**src/rtl/mem_access_stage_pkg.sv**
```systemverilog
// Shared definitions for the MEM-stage access unit: bus widths, FSM encoding,
// the timeout load value and the stall-bus position of the MEM stage.
package mem_access_stage_pkg;

    localparam int REG_ADDR_BUS = 5;
    localparam int REG_BUS      = 32;
    localparam int MEM_BUS      = 32;
    localparam int MEM_ADDR_BUS = 32;

    localparam logic [MEM_BUS-1:0] ERR_DATA = 32'hDEAD_BEEF;

    localparam int STALL_IDX_MEM = 4;

    typedef enum logic [1:0] {
        ST_IDLE = 2'b00,
        ST_BUSY = 2'b01,
        ST_DONE = 2'b10
    } mem_state_t;

    // Counter width for a terminal count of TIMEOUT-1; never narrower than one bit.
    function automatic int cnt_width(input int timeout);
        return (timeout > 1) ? $clog2(timeout) : 1;
    endfunction

endpackage

```
**src/rtl/mem_timeout_cnt.sv**
```systemverilog
// BUSY-cycle counter for the data-memory access: cleared at launch, counts
// each un-acknowledged BUSY cycle and flags the last permitted one.
module mem_timeout_cnt
    import mem_access_stage_pkg::*;
#(
    parameter int TIMEOUT = 15
) (
    input  logic clk,
    input  logic rst,
    input  logic i_clr,
    input  logic i_en,
    output logic o_tc
);

    localparam int              W  = cnt_width(TIMEOUT);
    localparam logic [W-1:0]    TC = W'(TIMEOUT - 1);

    logic [W-1:0] r_cnt;

    // Holds at the terminal count; the FSM leaves BUSY on that cycle anyway.
    always_ff @(posedge clk) begin
        if (rst || i_clr)
            r_cnt <= '0;
        else if (i_en && !o_tc)
            r_cnt <= r_cnt + 1'b1;
    end

    assign o_tc = (r_cnt == TC);

endmodule

```
**src/rtl/mem_access_stage.sv**
```systemverilog
// MEM-stage access unit: launches one req/ack transaction per memory
// instruction, stalls the pipeline while it is outstanding, merges load data.
module mem_access_stage
    import mem_access_stage_pkg::*;
#(
    parameter int TIMEOUT = 15
) (
    input  logic                    clk,
    input  logic                    rst,

    input  logic [REG_ADDR_BUS-1:0] i_mem_waddr,
    input  logic                    i_mem_we,
    input  logic [REG_BUS-1:0]      i_mem_wdata,
    input  logic                    i_mem_mre,
    input  logic                    i_mem_mwe,
    input  logic [MEM_BUS-1:0]      i_mem_mwdata,
    input  logic [MEM_ADDR_BUS-1:0] i_mem_maddr,

    output logic                    o_dm_req,
    output logic                    o_dm_we,
    output logic [MEM_ADDR_BUS-1:0] o_dm_addr,
    output logic [MEM_BUS-1:0]      o_dm_wdata,
    input  logic                    i_dm_ack,
    input  logic [MEM_BUS-1:0]      i_dm_rdata,

    output logic                    o_stallreq_mem,

    output logic [REG_ADDR_BUS-1:0] o_wb_waddr,
    output logic                    o_wb_we,
    output logic [REG_BUS-1:0]      o_wb_wdata,

    output logic                    o_dm_err
);

    mem_state_t              r_state;
    logic                    r_dm_req;
    logic                    r_dm_we;
    logic [MEM_ADDR_BUS-1:0] r_dm_addr;
    logic [MEM_BUS-1:0]      r_dm_wdata;
    logic [MEM_BUS-1:0]      r_rdata;
    logic                    r_dm_err;

    logic w_access;
    logic w_launch;
    logic w_busy;
    logic w_tc;
    logic w_stall;

    assign w_access = i_mem_mre | i_mem_mwe;
    assign w_launch = (r_state == ST_IDLE) && w_access;
    assign w_busy   = (r_state == ST_BUSY);

    mem_timeout_cnt #(
        .TIMEOUT (TIMEOUT)
    ) u_timeout_cnt (
        .clk   (clk),
        .rst   (rst),
        .i_clr (w_launch),
        .i_en  (w_busy && !i_dm_ack),
        .o_tc  (w_tc)
    );

    // A store wins when both mre and mwe are set: dm_we simply takes mwe.
    always_ff @(posedge clk) begin
        if (rst) begin
            r_state    <= ST_IDLE;
            r_dm_req   <= 1'b0;
            r_dm_we    <= 1'b0;
            r_dm_addr  <= '0;
            r_dm_wdata <= '0;
            r_rdata    <= '0;
            r_dm_err   <= 1'b0;
        end else begin
            case (r_state)
                ST_IDLE: begin
                    if (w_access) begin
                        r_dm_req   <= 1'b1;
                        r_dm_we    <= i_mem_mwe;
                        r_dm_addr  <= i_mem_maddr;
                        r_dm_wdata <= i_mem_mwdata;
                        r_state    <= ST_BUSY;
                    end
                end
                ST_BUSY: begin
                    if (i_dm_ack) begin
                        r_rdata  <= i_dm_rdata;
                        r_dm_req <= 1'b0;
                        r_state  <= ST_DONE;
                    end else if (w_tc) begin
                        r_rdata  <= ERR_DATA;
                        r_dm_err <= 1'b1;
                        r_dm_req <= 1'b0;
                        r_state  <= ST_DONE;
                    end
                end
                ST_DONE: begin
                    r_state <= ST_IDLE;
                end
                default: begin
                    r_state  <= ST_IDLE;
                    r_dm_req <= 1'b0;
                end
            endcase
        end
    end

    // Stall is gated by rst so a held access does not stall ctrl during reset.
    assign w_stall = !rst && (w_launch || w_busy);

    always_comb begin
        o_wb_waddr = i_mem_waddr;
        o_wb_we    = i_mem_we;
        o_wb_wdata = i_mem_wdata;
        if (w_stall) begin
            o_wb_we    = 1'b0;
            o_wb_wdata = '0;
        end else if ((r_state == ST_DONE) && !r_dm_we) begin
            o_wb_wdata = r_rdata;
        end
    end

    assign o_stallreq_mem = w_stall;
    assign o_dm_req       = r_dm_req;
    assign o_dm_we        = r_dm_we;
    assign o_dm_addr      = r_dm_addr;
    assign o_dm_wdata     = r_dm_wdata;
    assign o_dm_err       = r_dm_err;

endmodule

```
**config.mk**
```make
export PLATFORM = sky130hd
export DESIGN_NAME = mem_access_stage
export DESIGN_NICKNAME = d
export VERILOG_FILES = /design/src/rtl/mem_access_stage_pkg.sv /design/src/rtl/mem_timeout_cnt.sv /design/src/rtl/mem_access_stage.sv
export SDC_FILE = /design/constraint.sdc
export NUM_CORES = 1
export LEC_CHECK = 0
export ABC_AREA = 1
export CORE_MARGIN = 4
export CORE_UTILIZATION = 44
export CTS_CLUSTER_SIZE = 12
export DETAILED_ROUTE_END_ITERATION = 6
export PLACE_DENSITY = 0.83
export SLEW_MARGIN = 20
export SYNTH_ARGS = -nofsm -noshare
export SYNTH_HDL_FRONTEND = slang
export SYNTH_HIERARCHICAL = 1
export SYNTH_SLANG_ARGS = --single-unit
```
**constraint.sdc**
```tcl
create_clock -name clk -period 2.5 [get_ports clk]
set_input_delay 0.25 -clock clk [delete_from_list [all_inputs] [get_ports clk]]
set_output_delay 0.25 -clock clk [all_outputs]
set_load 0.01 [all_outputs]
```
==> flow_metrics.tcl <==
set metrics [dict create \
    die_x_um 114 \
    wl_per_cell_um 13.6 \
    postSynthAreaPerCell_um2 6.89 \
    cp_top_family "buffers and inverters" \
    worstPathArrival_ns 2.09 \
    yosysWarnings 6 \
    syn2layout_area_growth_pct 54.6 \
    criticalPathCategory "flop to primary output" \
    ys.flop_type "dfxtp_1" \
    antenna_found_initial 0 \
    postRouteAntennaNets 0 \
    grt_max_degree 78 \
    clock_sinks 105 \
    cts_made_buffers 9 \
    io_pins 245 \
    initial_core_util_pct 45.2 \
    fin_crit_ns 2.34 \
    grt_usage_pct 21.7 \
    synth-async-reset-ratio_pct 0 \
    hold_path_class "input pin to flop" \
    drv_slew 0 \
    fin_skew_ns 0.0113 \
    leakagePower_nw 3.55 \
    grt-ovfl-total 0 \
    dpl.cell_count 1053 \
    relSlewSlack_pct 51.3 \
    grt_pass1_wl_um 22800 \
    tightest_slew_ns 0.731 \
    vias_per_cell 4.74 \
    ctsHoldBuffers 0 \
    required_ns 2.25 \
    ys_seq_elements 105 \
    clkSlewWorstSetupHoldPaths_ns 0.08 \
    pre_cts_slack_ns 0.321 \
    coreArea_um2 10900 \
    die_area_um2 13000 \
    finalWorstSetupSlack_ns 0.163 \
    cap_violations 0 \
    max_freq_mhz 428 \
    cpPeakStageDelay_ns 0.55 \
    cp_cell_sequence "inv_1, nand2_1, nand2_1, nand2_2, buf_12, nand2_1, inv_1, clkdlybuf4s50_1" \
    cp-end-kind "primary output" \
    seq_power_share_pct 39.8 \
    powerDensity_nw_per_um2 625 \
    layout-drive-gt1-share_pct 4.63 \
    final_net_count 1065 \
    final_area_um2 7640 \
    synthCells 717 \
    rsz0062_at_grt "no" \
    most-common-layout-cells "clkdlybuf4s50_1 (233), nor2_1 (189), nand2_1 (166)" \
    start_kind "flop" \
    fp.dieH_um 114 \
    drt_wl_total_um 14500 \
    intPower_w 0.00352 \
    p_comb_share_pct 25.4 \
    synth.distinct_cells 24 \
    final_cells 1069 \
    portBuffers 234 \
    synth_top_area_share_pct 42.5 \
    synth_area_um2 4940 \
    finalSetupTns_ns 0 \
    period_share_pct 93.5 \
    cts_tree "done" \
    yosysSeqAreaShare_pct 42.5 \
    dr_total_vias 5062 \
    crit_fanout 33 \
    yosys.area.top_type "dfxtp_1" \
    drtIter0Drc 305 \
    post-cts-setup-buffers 0 \
    cp_slowest_cell "clkdlybuf4s50_1" \
    post_cts_resized 0 \
    firstDrtPassIters 5 \
    clockBufferDepth 2 \
    rrSetupSlack_ns 0.74 \
    hold_ws_ns 0.363 \
    status "complete, no violations" \
    power.share.clock_pct 34.8 \
    vdd_drop_max_mv 0.592 \
    insertion_delay_ns 0.34 \
    dpl_cell_area_um2 7280 \
    grt_pass1_vias 4658 \
    swShare_pct 26.3 \
    postSynthNetCount 858 \
    switchingPower_w 0.00126 \
    ctsRootBufferMaster "clkbuf_16" \
    rows 38 \
    dp_hpwl_um 10400 \
    finalHoldViolCount 0 \
    diodes 0 \
    place_congestion 0.786 \
    worst-path-buf-inv 4 \
    synthTopCellsByArea "dfxtp_1 (43%), nor2_1 (14%), nand2_1 (13%), o21bai_1 (9.7%), inv_1 (5.1%)" \
    cpMostUsedCell "nand2_1" \
    setup_viol 0 \
    synth_edf_count 0 \
    drcViolationCount 0 \
    htreeDepth 3 \
    final_common_cell "clkdlybuf4s50_1" \
]
## synth_stat cells (2+ instances only)
cell        n
dfxtp_1   105
clkbuf_1   22
nor2_8      2
a21oi_1    12
o21bai_1   64
nor2_1    189
inv_2       4
nor2_2      2
ha_1        2
buf_4       8
nand2_1   166
nand2_2     4
buf_2      11
nand4_1    34
nand3_1    10
buf_6       8
inv_1      67
## path summary, 6_finish.rpt
kind                                              from  cells after the start       endpoint
worst max-delay path                        r_state[1]                      8  o_wb_wdata[4]
worst min-delay path                               rst                      4    r_rdata[23]
worst max register to register  u_timeout_cnt/r_cnt[0]                     10     r_rdata[5]
worst min register to register                o_dm_err                      2       o_dm_err
## per-stage QoR
step / power, W / utilization [%]
after detailed placement: 0.00315 / 66.6
after global placement: 0.00313 / 66.6
after global routing: 0.00501 / 69.9
after CTS: 0.00482 / 69.9
after floorplan: 0.00253 / -
final: 0.00477 / 69.9
## worst register-to-register path, delay by kind of cell (launching register included)
| family | cells | cell delay [ns] |
|---|---|---|
| flops | 1 | 0.34 |
| fa+ha+maj | 1 | 0.17 |
| simple gates | 5 | 0.55 |
| buf+inv | 4 | 0.63 |
## state kept, by name, indices dropped and copies added, names as in the netlist
name and flops:
r_state 2, o_dm_addr 32, o_dm_we 1, r_rdata 32
o_dm_err 1, o_dm_wdata 32, u_timeout_cnt/r_cnt 4, o_dm_req 1
## logic make-up after synthesis
logic type,Yosys count,share of synthesized area [%]
adders and majority gates,2,0.506
AOI/OAI and AO/OA,79,11.3
buffers and inverters,122,11.4
and+or+nand+nor,409,34.3
DFF,105,42.5
## routing by layer
layer  track usage [%]  vias to the layer above  wire length (µm)
met5                 0                        -                 0
met4              8.08                        0               364
met3              5.15                       27               999
met2              37.3                      184              7160
met1              26.2                     2227              5970
li1                  -                     2624                 -
## power by group through the flow
stage          combinational [W]  sequential [W]  clock (W)
2_1_floorplan           0.000539         0.00199          0
3_3_place_gp             0.00120         0.00193          0
3_5_place_dp             0.00121         0.00194          0
4_1_cts                  0.00122         0.00190    0.00170
5_1_grt                  0.00133         0.00192    0.00176
6_report                 0.00121         0.00190    0.00166
## area by class of cell
cell class	count	area (µm²)
Inverter	72	270
Fill cell	962	3300
Sequential cell	105	2100
Clock buffer	11	253
Tap cell	140	175
Clock inverter	5	108
Timing Repair Buffer	246	2450
Multi-Input combinational cell	490	2280
Note: power is estimated with default switching activity, not from simulation.
